<file path="config.mk">
export PLATFORM = sky130hd
export DESIGN_NAME = tdm_demux4
export DESIGN_NICKNAME = d
export VERILOG_FILES = /design/src/rtl/tdm_pkg.sv /design/src/rtl/tdm_slot_ctr.sv /design/src/rtl/tdm_demux4.sv
export SDC_FILE = /design/constraint.sdc
export NUM_CORES = 1
export LEC_CHECK = 0
export ABC_AREA = 1
export CAP_MARGIN = 20
export CORE_MARGIN = 1.5
export CORE_UTILIZATION = 45
export CTS_CLUSTER_SIZE = 30
export DETAILED_ROUTE_END_ITERATION = 6
export HOLD_SLACK_MARGIN = 0.03
export PLACE_DENSITY = 0.73
export SYNTH_ARGS = -nofsm -noshare
export SYNTH_HDL_FRONTEND = slang
export SYNTH_HIERARCHICAL = 1
export SYNTH_SLANG_ARGS = --single-unit
export TNS_END_PERCENT = 50
</file>
<file path="constraint.sdc">
create_clock -name clk -period 1.7 [get_ports clk]
set_input_delay 0.425 -clock clk [delete_from_list [all_inputs] [get_ports clk]]
set_output_delay 0.425 -clock clk [all_outputs]
set_load 0.05 [all_outputs]
</file>
<file path="src/rtl/tdm_pkg.sv">
// Shared definitions for the TDM demultiplexer slice.
// - state_e     : receiver framing state (HUNT, LOCKED)
// - DEF_LANES   : default slots per frame
// - DEF_DW      : default bits per sample
// - slot_w()    : width of a slot index for a given lane count
package tdm_pkg;

  typedef enum logic {
    HUNT   = 1'b0,
    LOCKED = 1'b1
  } state_e;

  localparam int DEF_LANES = 4;
  localparam int DEF_DW    = 1;

  // Never returns 0 so that a 1-lane corner still yields a legal vector.
  function automatic int slot_w(input int lanes);
    return (lanes > 1) ? $clog2(lanes) : 1;
  endfunction

endpackage

</file>
<file path="src/rtl/tdm_slot_ctr.sv">
// Modulo-LANES slot counter for the TDM demultiplexer.
// Ports:
//   clk, rst : clock, asynchronous active-high reset
//   inc      : advance one slot (wraps by natural overflow)
//   load1    : force slot to 1 (slot 0 was just consumed by a sync)
//   clr      : force slot to 0 (priority over load1 and inc)
//   slot     : current slot index
//   last     : slot is LANES-1
module tdm_slot_ctr
  import tdm_pkg::*;
#(
  parameter int LANES = DEF_LANES,
  parameter int SW    = slot_w(LANES)
) (
  input  logic          clk,
  input  logic          rst,
  input  logic          inc,
  input  logic          load1,
  input  logic          clr,
  output logic [SW-1:0] slot,
  output logic          last
);

  logic [SW-1:0] slot_q;
  logic [SW-1:0] slot_d;

  always_comb begin
    slot_d = slot_q;
    if (clr) begin
      slot_d = '0;
    end else if (load1) begin
      slot_d = SW'(1);
    end else if (inc) begin
      slot_d = slot_q + SW'(1);
    end
  end

  always_ff @(posedge clk or posedge rst) begin
    if (rst) begin
      slot_q <= '0;
    end else begin
      slot_q <= slot_d;
    end
  end

  assign slot = slot_q;
  assign last = (slot_q == SW'(LANES - 1));

endmodule

</file>
<file path="src/rtl/tdm_demux4.sv">
// Time-division demultiplexer: rebuilds LANES parallel lanes from a serial
// slot stream framed by a slot-0 sync, presenting a registered frame word
// with a one-cycle valid pulse.
// Optional build macro: TDM_SYNC_CHECK_EN enables framing checks in LOCKED
// (misplaced or missing sync); without it sync_err is tied to 0.
// Ports:
//   clk, rst    : clock, asynchronous active-high reset
//   din         : serial sample for the current slot
//   en          : slot strobe, din/sync sampled only when high
//   sync        : marks the slot-0 sample
//   dout        : last complete frame, slot k in dout[k*DW +: DW]
//   frame_valid : one-cycle pulse when dout updates
//   locked      : receiver is frame-aligned
//   sync_err    : one-cycle pulse on a framing violation
module tdm_demux4
  import tdm_pkg::*;
#(
  parameter int LANES = DEF_LANES,
  parameter int DW    = DEF_DW
) (
  input  logic                clk,
  input  logic                rst,
  input  logic [DW-1:0]       din,
  input  logic                en,
  input  logic                sync,
  output logic [LANES*DW-1:0] dout,
  output logic                frame_valid,
  output logic                locked,
  output logic                sync_err
);

  localparam int SW = slot_w(LANES);

  state_e              state_q, state_d;
  logic [LANES*DW-1:0] shadow_q, shadow_d;
  logic [LANES*DW-1:0] dout_q, dout_d;
  logic                fv_q, fv_d;
  logic                ctr_inc, ctr_load1, ctr_clr;
  logic [SW-1:0]       slot;
  logic                last;
`ifdef TDM_SYNC_CHECK_EN
  logic                err_q, err_d;
`endif

  tdm_slot_ctr #(
    .LANES (LANES),
    .SW    (SW)
  ) u_slot_ctr (
    .clk   (clk),
    .rst   (rst),
    .inc   (ctr_inc),
    .load1 (ctr_load1),
    .clr   (ctr_clr),
    .slot  (slot),
    .last  (last)
  );

  always_comb begin
    state_d   = state_q;
    shadow_d  = shadow_q;
    dout_d    = dout_q;
    fv_d      = 1'b0;
    ctr_inc   = 1'b0;
    ctr_load1 = 1'b0;
    ctr_clr   = 1'b0;
`ifdef TDM_SYNC_CHECK_EN
    err_d     = 1'b0;
`endif
    if (en) begin
      unique case (state_q)
        HUNT: begin
          if (sync) begin
            shadow_d[DW-1:0] = din;
            ctr_load1        = 1'b1;
            state_d          = LOCKED;
          end
        end
        LOCKED: begin
`ifdef TDM_SYNC_CHECK_EN
          // Early sync: realign on it, dropping the partial frame.
          if (sync && slot != '0) begin
            err_d            = 1'b1;
            shadow_d[DW-1:0] = din;
            ctr_load1        = 1'b1;
          // Missing sync at slot 0: alignment lost, go back to hunting.
          end else if (!sync && slot == '0) begin
            err_d   = 1'b1;
            ctr_clr = 1'b1;
            state_d = HUNT;
          end else
`endif
          begin
            shadow_d[slot*DW +: DW] = din;
            ctr_inc                 = 1'b1;
            // Last lane comes straight from din so the frame lands in one edge.
            if (last) begin
              dout_d = shadow_d;
              fv_d   = 1'b1;
            end
          end
        end
        default: state_d = HUNT;
      endcase
    end
  end

  always_ff @(posedge clk or posedge rst) begin
    if (rst) begin
      state_q  <= HUNT;
      shadow_q <= '0;
      dout_q   <= '0;
      fv_q     <= 1'b0;
    end else begin
      state_q  <= state_d;
      shadow_q <= shadow_d;
      dout_q   <= dout_d;
      fv_q     <= fv_d;
    end
  end

`ifdef TDM_SYNC_CHECK_EN
  always_ff @(posedge clk or posedge rst) begin
    if (rst) begin
      err_q <= 1'b0;
    end else begin
      err_q <= err_d;
    end
  end
  assign sync_err = err_q;
`else
  assign sync_err = 1'b0;
`endif

  assign dout        = dout_q;
  assign frame_valid = fv_q;
  assign locked      = (state_q == LOCKED);

endmodule
</file>
Word level (Yosys, flattened, before mapping):

Cells that the tools add are included.

* bits in read-only memories: 0
* input port bits: 5
* register bits: 12
* output and inout port bits: 7
* memory bits (writable): 0
* logic and storage cells: 31
* latch bits: 0
* memories: 0

* divide/modulo/power cells: 0
* bitwise gates (word level): 1
* muxes and demuxes: 14
* $mul: 0
* shift operators: 2
* eq/ne operators: 2
* reduce and logical (&&, ||, !) cells: 4
* add/subtract/negate cells: 2
* $lt $le $gt $ge: 0

Operators by type and width (count)
* negation 2 -> 34 bit: 1
* variable shift 1 x 34 -> 4 bit (first input constant): 1
* indexed part select 1 x 34 -> 4 bit: 1
* 2-to-1 mux 1 bit: 10
* bitwise mux 4 bit: 1
* 2-to-1 mux 2 bit: 2
* AND reduction 2 bit: 2
* AND reduction 3 bit: 1
* adder 2 x 1 -> 2 bit (second input constant): 1
* == test 2 bit (second input constant): 1
* != test 2 bit (second input constant): 1
* one-hot mux 1 bit (2 select lines): 1
* nonzero test 2 bit: 1
* inverter 1 bit: 1

Longest topological paths before layout:

Gate-level depths: netlist of run 1.

* depth in word-level cells: 4
* gate-level depth with buffers: 8
* depth with buffers taken out: 8

Cells and area by module:

The synthesis of run 1 kept the hierarchy.

By module, submodules not included
* tdm_demux4: cells an instance 79, times used 1, seq. area each 250.2 µm², area an instance 594.3 µm²
* tdm_slot_ctr: cells an instance 16, times used 1, seq. area each 50.0 µm², area an instance 117.6 µm²

Least setup slack after synthesis of run 1:

Ideal clock, no wire load.

* kind: register to register
* start: register u_slot_ctr.slot_q[0], in the netlist u_slot_ctr/slot[0]
* end: register dout_q[1], in the netlist dout[1]
* path buffers: 0
* setup time: 0.066 ns
* stages on the path, launching flop included: 9
* period minus slack after synthesis: 1.283 ns
* path slack: 0.417 ns
* required time: 1.634 ns
* arrival: 1.217 ns
* cell sequence: dfrtp_1 inv_1 ha_1 inv_1 nor2_1 nand3_1 o21ai_1 nand2_1 nand2_1

* longest elaborated chain between the ends: 3
* elaborated cells between the ends (all ways): 6
* those cells by class: add/sub (1); eq/ne (1); shift (2); mux (1); reduce/logical (1)

Ends and longest elaborated chain
* from (decl): RTL line tdm_slot_ctr.sv:24 `logic [SW-1:0] slot_q;`
* from (signal assigned): RTL line tdm_slot_ctr.sv:42 `slot_q <= slot_d;`
* negation 2 -> 34 bit: RTL line tdm_demux4.sv:93 `shadow_d[slot*DW +: DW] = din;`
* indexed part select 1 x 34 -> 4 bit / variable shift 1 x 34 -> 4 bit (equally long branches): RTL line tdm_demux4.sv:93
* bitwise mux 4 bit: RTL line tdm_demux4.sv:93
* to (signal assigned): RTL line tdm_demux4.sv:116 `dout_q <= dout_d;`
* to (decl): RTL line tdm_demux4.sv:36 `logic [LANES*DW-1:0] dout_q, dout_d;`

Parallel ways exist; a longest one is shown, timed or not.
A chain may end at the register's enable or synchronous reset.

Worst setup path in the final report of run 1:

* start: register u_slot_ctr.slot_q[1], in the netlist u_slot_ctr/slot[1]
* end: register dout_q[1], in the netlist dout[1]

Same word-level chain as after synthesis.

==> results of run 1 <==
[power by group through the flow]
stage          Sequential (uW)  Combinational, uW  Clock [uW]
3_3_place_gp               315                128           0
2_1_floorplan              333               74.0           0
4_1_cts                    310                130         236
5_1_grt                    312                146         249
3_5_place_dp               315                130           0
6_report                   310                128         231
[worst max path at each step]
stage | end | start | cells past startpoint
after detailed placement | u_slot_ctr/slot[0] | en | 7
after CTS | dout[1] | u_slot_ctr/slot[1] | 8
after global placement | u_slot_ctr/slot[1] | en | 6
after floorplan | dout[1] | u_slot_ctr/slot[0] | 8
final | dout[1] | u_slot_ctr/slot[1] | 8
after global routing | shadow_q[1] | u_slot_ctr/slot[1] | 8
[kinds of logic after synthesis]
group           synth area share, %
other cells                   0.527
flops                          42.2
simple gates                   33.2
buf+inv                        11.4
fa+ha+maj                      10.5
compound gates                 2.11
[per-layer routing]
metal	up-vias	track usage, %	routed length, um
li1	314	-	-
met1	255	19.3	586
met2	13	26.4	601
met3	4	3.83	66
met4	0	7.50	21
met5	-	0	0
[cell type report]
type | count | area [um2] | share of cell area [%]
Tap cell | 16 | 20.0 | 2.30
Timing Repair Buffer | 11 | 105 | 12.1
Clock buffer | 4 | 36.3 | 4.17
Multi-Input combinational cell | 64 | 334 | 38.4
Sequential cell | 12 | 300 | 34.5
Inverter | 19 | 73.8 | 8.49
[metrics by stage]
step	instance area (um2)	hold slack [ps]	utilization (%)	total power, uW
2_1_floorplan	716	166	-	407
3_3_place_gp	833	463	56.0	443
3_5_place_dp	833	466	56.0	445
4_1_cts	870	322	58.4	676
5_1_grt	870	348	58.4	706
6_report	870	321	58.4	670
[synth_stat cells]
cell type / instances / area share [%]
nand2_1: 36 / 19
inv_1: 14 / 7.4
dfrtp_1: 12 / 42
nand3_1: 9 / 6.3
ha_1: 6 / 11
nor2_1: 5 / 2.6
inv_2: 4 / 2.1
o21ai_1: 2 / 1.4
buf_4: 1 / 1.1
conb_1: 1 / 0.53
inv_4: 1 / 0.88
nand2_4: 1 / 1.6
nand4_1: 1 / 0.88
nor2_8: 1 / 2.8
o21ai_0: 1 / 0.70
[registers in the layout, summed over array words and instances, names as in the netlist]
name / flops
dout: 4
frame_valid: 1
locked: 1
shadow_q: 4
u_slot_ctr/slot: 2
==> impl_metrics.yaml, run 1 <==
clock_tree:
  clk_path_buf_depth: 2
  cts_buffers: 3
  clockRootBuffer: "clkbuf_4"
  cts_tree: "done"
  path_clk_slew_ps: 80
  post_cts_resized: 0
  hold_buffers: 0
  cts.sinks: 12
  post-cts-setup-buffers: 0
  insertion_delay_ps: 280
  htreeDepth: 1
critical_path:
  rr_startpoint: "u_slot_ctr/slot[1]"
  critical_path.max_stage_delay_ps: 430
  r2r_cells: 8
  crit_arrival_ps: 1600
  rr_endpoint: "dout[1]"
  crit_path_end_kind: "flip-flop"
  cp_top_family: "flip-flops"
  critPathRequiredTime_ps: 1920
  cp_cell_sequence: "inv_1 > ha_1 > inv_1 > nor2_1 > nand3_1 > o21ai_1 > nand2_1 > nand2_1"
  critPathKind: "flip-flop to flip-flop"
  worst-path-buf-inv: 2
  path_max_fanout: 5
  crit_path_top_delay_cell: "dfrtp_1"
  startpoint_type: "flip-flop"
  r2r_slack_ps: 320
cells_and_area:
  instances_no_fill: 126
  n_antenna_cell: 0
  drive_gt1_share_pct: 16.4
  nNetsFinal: 122
  area_delta_synth_final_pct: 22.1
  layout_common_cells: "nand2_1 (36), inv_1 (14), dfrtp_1 (12)"
  num-fill-cells: 147
  final_common_cell: "nand2_1"
place:
  dp_hpwl_um: 996
  pre_cts_ws_ps: 139
  gp_congestion: 0.779
  numPlacedInstances: 122
  portBuffers: 10
power:
  switching_share_pct: 29.2
  p_int_uw: 474
  power.leakage_uw: 0.000514
  ir_drop_uv: 341
  combPwrFrac_pct: 19.2
  p_switching_uw: 195
  power_frac_seq_pct: 46.3
  power.density_nw_per_um2: 770
  pwr-share-clk_pct: 34.6
floorplanning:
  chipHeight_um: 42.8
  num_io_pins: 12
  rows: 14
  dieArea_um2: 1830
  die_w_um: 42.8
  core_um2: 1490
  initial_core_util_pct: 47.8
timing:
  max_freq_mhz: 723
  rsz0062_at_grt: "false"
  tns_ps: 0
  finalMaxSlewViolations: 0
  min_period_ps: 1380
  fin_skew_ps: 1.15
  timing.final.hold_violations: 0
  fin_ws_ps: 317
  finalSetupViolations: 0
  fin_crit_sh_pct: 81.4
global_route:
  grt_pass1_vias: 531
  grt_max_degree: 11
  gr-total-overflow: 0
  track_usage_pct: 16.0
  antenna_found_initial: 0
  grt_pass1_wl_um: 2170
detailed_routing:
  dr.pass1.iters: 4
  wirelength_um: 1280
  via_per_inst: 4.65
  final_antenna_net_count: 0
  dr_total_vias: 586
  initialDrtViolationCount: 13
  post_drt_wl_per_cell_um: 10.1
  drc: 0
logic_synthesis:
  syn_area_per_cell_um2: 7.49
  ys_seq_area_share_pct: 42.2
  syn_inst: 95
  ys_warn_count: 6
  ys_types: 15
  synthesis.area_um2: 712
  ys_seq_elements: 12
run:
  maxCapViolCount: 0
hold_path:
  hold_path_class: "primary input to async pin"
run_status:
  status: "completed"
Power figures use the tool's default switching activity.
==> inputs of run 2 (changes only) <==
==> constraint.sdc (replaced) <==
create_clock -name clk -period 1.34 [get_ports clk]
set_input_delay 0.335 -clock clk [delete_from_list [all_inputs] [get_ports clk]]
set_output_delay 0.335 -clock clk [all_outputs]
set_load 0.05 [all_outputs]
==> run 2 against run 1 <==
Final cell count grew 1.6%. Flip-flop and latch count did not move. First-iteration DRC count increased by 150%. Setup slack worse by 270 ps. Routed wire length up 14%. Hold slack got worse by 110 ps. Count of clock-buffer cells in the layout stayed put. Die area unchanged. Total power grew 34%. Clock power is 32% higher. Critical path type is now flip-flop to primary output. Via count increased by 6.1%.
==> impl_metrics.yaml, run 2 (synthesis results as in run 1) <==
run_status:
  status: "completed"
detailed_routing:
  final_antenna_net_count: 0
  drc: 0
  post_drt_wl_per_cell_um: 11.4
  initialDrtViolationCount: 32
  dr.pass1.iters: 4
  dr_total_vias: 622
  via_per_inst: 4.86
  wirelength_um: 1460
power:
  combPwrFrac_pct: 22.0
  power_frac_seq_pct: 44.2
  p_switching_uw: 274
  power.leakage_uw: 0.000541
  power.density_nw_per_um2: 938
  switching_share_pct: 30.5
  pwr-share-clk_pct: 33.9
  p_int_uw: 624
  ir_drop_uv: 502
cells_and_area:
  layout_common_cells: "nand2_1 (36), inv_1 (12), dfrtp_1 (12)"
  area_delta_synth_final_pct: 34.4
  final_common_cell: "nand2_1"
  n_antenna_cell: 0
  nNetsFinal: 124
  num-fill-cells: 115
  drive_gt1_share_pct: 22.3
  multiInputGateArea_um2: 344
  regArea_um2: 300
floorplanning:
  rows: 14
  core_um2: 1490
  num_io_pins: 12
  dieArea_um2: 1830
  initial_core_util_pct: 47.8
  chipHeight_um: 42.8
  die_w_um: 42.8
critical_path:
  cp_cell_sequence: "buf_12"
  r2r_slack_ps: 50
  critPathRequiredTime_ps: 1000
  crit_path_top_delay_cell: "dfrtp_1"
  crit_arrival_ps: 960
  cp_top_family: "flip-flops"
  crit_path_end_kind: "primary output"
  path_max_fanout: 5
  critPathKind: "flip-flop to primary output"
  startpoint_type: "flip-flop"
  critical_path.max_stage_delay_ps: 490
  worst-path-buf-inv: 1
global_route:
  grt_pass1_wl_um: 2330
  track_usage_pct: 17.4
  grt_max_degree: 11
  grt_pass1_vias: 591
  gr-total-overflow: 0
  antenna_found_initial: 0
timing:
  finalSetupViolations: 0
  timing.final.hold_violations: 0
  fin_ws_ps: 49.2
  fin_hold_ws_ps: 214
  max_freq_mhz: 775
  fin_crit_sh_pct: 96.3
  finalMaxSlewViolations: 0
  min_period_ps: 1290
  fin_skew_ps: 11.0
clock_tree:
  path_clk_slew_ps: 90
  htreeDepth: 1
  clockRootBuffer: "clkbuf_4"
  cts_tree: "done"
  cts_buffers: 3
  clk_path_buf_depth: 2
  post-cts-setup-buffers: 0
  insertion_delay_ps: 290
  cts.sinks: 12
place:
  gp_congestion: 0.854
  dp_hpwl_um: 1070
  pre_cts_ws_ps: -110
  portBuffers: 10
run:
  maxCapViolCount: 0
hold_path:
  hold_path_class: "primary input to async pin"
-- run 2: cell types whose count changed in the layout (fill, tap and decap cells not counted), sizes merged --
cell / delta
buf: +2
-- run 2: what timing repair did --
item	4_1_cts	5_1_grt
gates resized for setup	0	5
hold buffers	0	0
setup endpoints to repair	0	4
hold endpoints to repair	0	0
-- run 2: final timing paths --
path | start | end | depth (start not counted)
hold / removal | rst | u_slot_ctr/slot[0] | 2
setup reg to reg | u_slot_ctr/slot[0] | dout[3] | 7
min in group clk | shadow_q[2] | shadow_q[2] | 2
setup / recovery | locked | locked | 1
hold reg to reg | shadow_q[2] | shadow_q[2] | 2
max in group asynchronous | rst | shadow_q[1] | 2
-- run 2: routing by layer --
metal | part of all wire (%) | up-vias | global-route usage [%]
met5 | 0 | - | 0
met4 | 1.6 | 0 | 10.6
met3 | 5.5 | 4 | 3.83
met2 | 47 | 25 | 28.2
met1 | 46 | 280 | 20.6
li1 | - | 313 | -
-- run 2: area by class of cell --
type                       instances  share of cell area, %
multi-input combinational         64                   35.9
tap                               16                   2.09
inverter                          19                   7.71
timing repair buffer              13                   19.1
sequential                        12                   31.4
clock buffer                       4                   3.79
-- run 2: power by group through the flow --
| stage | combinational [uW] | sequential (uW) | clock, uW |
|---|---|---|---|
| after floorplan | 93.9 | 423 | 0 |
| after global placement | 184 | 401 | 0 |
| after detailed placement | 189 | 402 | 0 |
| after CTS | 189 | 395 | 308 |
| after global routing | 215 | 398 | 315 |
| final | 197 | 397 | 304 |
-- run 2: per-stage QoR --
stage	cells	utilization, %	instance area (um2)	total power [uW]	TNS, ps
finish	128	64.3	957	898	0
global route	128	64.3	957	928	-25.9
CTS	128	63.6	947	893	0
detailed placement	124	61.2	911	591	-504
global placement	124	61.2	911	586	-335
floorplan	96	-	716	517	0
==> inputs of run 3 (changes only) <==
--- a/config.mk
+++ b/config.mk
@@ -6,10 +6,11 @@
 export NUM_CORES = 1
 export LEC_CHECK = 0
 export ABC_AREA = 1
+export ABC_CLOCK_PERIOD_IN_PS = 1340
 export CAP_MARGIN = 20
 export CORE_MARGIN = 1.5
 export CORE_UTILIZATION = 45
-export CTS_CLUSTER_SIZE = 30
+export CTS_CLUSTER_SIZE = 16
 export DETAILED_ROUTE_END_ITERATION = 6
 export HOLD_SLACK_MARGIN = 0.03
 export PLACE_DENSITY = 0.73
==> results of run 3 <==
Same layout as run 2: the final DEF is identical, and so are final timing and power.
==> patch: new RTL, config.mk and constraints of run 3 <==
The output `frame_valid` loses its register stage (`fv_q` becomes a continuous assignment).
--- a/src/rtl/tdm_demux4.sv
+++ b/src/rtl/tdm_demux4.sv
@@ -109,14 +109,14 @@
       state_q  <= HUNT;
       shadow_q <= '0;
       dout_q   <= '0;
-      fv_q     <= 1'b0;
     end else begin
       state_q  <= state_d;
       shadow_q <= shadow_d;
       dout_q   <= dout_d;
-      fv_q     <= fv_d;
     end
   end
+
+  assign fv_q = fv_d;
 
 `ifdef TDM_SYNC_CHECK_EN
   always_ff @(posedge clk or posedge rst) begin
Behaviour: not the same (a bounded check fails within 4 cycles, from zero or initial values and one cycle with rst high).
==> patch against run 3 <==
- the flow now finishes with violations (setup timing)
- first-iteration DRC count shrank 69%
- sequential share of layout area fell by 4.4 points
- critical path depth grew 3
- setup slack got worse by 0.17 ns
- maximum frequency fell by 11%
- area after synthesis down 3.5%
- clock power is 28% lower
- global-route usage barely moved
- synthesized cell count fell by 1.1%
- power is 8.5% lower
- routed wire length up 1.4%
- sequential cell count fell by 1
- design area grew 7.2%
- critical endpoint is now frame_valid
==> patch: results (changes against run 3) <==
Initial DRC count - 10 (-69%)
Post-Synthesis Cells - 94 (-1.1%)
Top cells by area, synth - dfrtp_1 (40%), nand2_1 (20%), ha_1 (11%)
RePlAce Congestion - 0.814 (-4.7%)
Filler cells - 97 (-16%)
Worst-path maximum fanout - 2 (-3)
Worst Hold Class - in -> async
Post-Layout Cell Count - 135 (+5.5%)
Worst EP arrival - 1.12 ns (+0.16 ns)
Async set or reset register ratio after synthesis - 100% (unchanged)
CTS root buffer - clkbuf_4
Clock slew at reported path FFs - 0.06 ns (-0.03 ns)
First-pass GRT wire length - 2330 µm (+0.30%)
Remaining DRCs - 0 (unchanged)
Initial antenna violation count - 0 (unchanged)
Largest net degree at the start of global routing - 10 (-1)
Post-Synth XOR/XNOR Area - 0% (unchanged)
LEAKAGE - 0.577 nW (+6.6%)
DR vias - 635 (+2.1%)
Share of cells above drive strength 1 - 32.5% (+10 points)
Cells after DPL - 128 (+3.2%)
Netlist cell types - 14 (-1)
Setup WS pre-CTS - -0.182 ns (-0.0720 ns)
GR Util All Layers - 17.4% (about the same)
Sequential share of the synthesized area - 40.1% (-2.1 points)
Reg2Reg Depth - 9 (+2)
Outcome - complete, but fails checks
H-tree depth - 1 (unchanged)
Final WS setup - -0.117 ns (-0.166 ns)
Post-DP HPWL - 1110 µm (+3.7%)
Leading post-synthesis cells by instance count - nand2_1 (36), inv_1 (16), dfrtp_1 (11), nand3_1 (9), ha_1 (6)
Drt pass-1 iters - 4 (unchanged)
Failing checks - setup timing
Synth Area in Adders - 10.9% (+0.38 points)
Compound-Gate Fraction of Synth Area - 2.19% (+0.077 points)
Critical R2R Capture - shadow_q[2]
Crit path to - frame_valid
Wirelength per Cell - 11.0 µm (-3.8%)
Vias in the first global route - 575 (-2.7%)
Clk Latency, worst-skew pair - 0.27 ns (-0.02 ns)
Yosys warnings - 6 (unchanged)
Setup Viol. Count Final - 1 (+1)
Mux share of post-synthesis cell area - 0% (unchanged)
Register-to-register setup slack - 0.02 ns (-0.03 ns)
Skew final - 0.00605 ns (-0.00490 ns)
Sw Pwr - 0.000250 W (-8.7%)
Peak supply drop - 0.718 mV (+43%)
==> patch: worst min-delay path by stage <==
| stage | start | to | slack, ns | cells past startpoint |
|---|---|---|---|---|
| after CTS | rst | u_slot_ctr/slot[0] | 0.24 | 2 |
| after global routing | rst | u_slot_ctr/slot[0] | 0.28 | 2 |
| after floorplan | rst | u_slot_ctr/slot[0] | 0.08 | 1 |
| after detailed placement | shadow_q[3] | shadow_q[3] | 0.47 | 2 |
| final | rst | u_slot_ctr/slot[0] | 0.24 | 2 |
| after global placement | shadow_q[3] | shadow_q[3] | 0.47 | 2 |
==> patch: area by class of cell <==
cell class                      count  area [µm²]  area share (%)
Multi-Input combinational cell     64         374            36.5
Sequential cell                    11         277            27.0
Timing Repair Buffer               22         256            25.0
Inverter                           19        73.8            7.20
Clock buffer                        4        26.3            2.56
Tap cell                           15        18.8            1.83
==> patch: cell families after synthesis <==
| group | count (synthesis) |
|---|---|
| AND/OR/NAND/NOR | 53 |
| buffers and inverters | 20 |
| flip-flops | 11 |
| adder cells (fa/ha/maj) | 6 |
| AO/OA/AOI/OAI | 3 |
| other | 1 |
==> patch: power by group through the flow <==
stage / Sequential [W] / Combinational, W / Clock (W)
2_1_floorplan: 0.000390 / 0.0000947 / 0
3_3_place_gp: 0.000373 / 0.000194 / 0
3_5_place_dp: 0.000375 / 0.000198 / 0
4_1_cts: 0.000366 / 0.000213 / 0.000229
5_1_grt: 0.000368 / 0.000258 / 0.000246
6_report: 0.000367 / 0.000236 / 0.000218
==> patch: stage by stage <==
stage                     setup TNS [ns]  area [µm²]
after global routing              -0.551        1030
after floorplan                        0         692
after detailed placement           -1.21         931
after global placement             -1.11         931
after CTS                         -0.122         983
final                             -0.117        1030
==> patch: timing repair <==
| item | 4_1_cts | 5_1_grt |
|---|---|---|
| setup endpoints to repair | 1 | 9 |
| pin swaps | 2 | 2 |
| resized for setup | 7 | 9 |
| hold buffers | 0 | 0 |
| gates cloned | 0 | 0 |
| setup buffers | 2 | 1 |
==> patch: worst max-delay path: stages (launching register included) <==
cell and delay (ns):
dfrtp_1 0.38, ha_2 0.19, inv_2 0.06, nor2_8 0.09, buf_12 0.14
==> patch: routing by layer <==
layer  routed length [µm]  GRT usage (%)
met2                  731           30.6
met5                    0              0
met1                  660           19.8
met4                   10           3.75
met3                   79           6.90
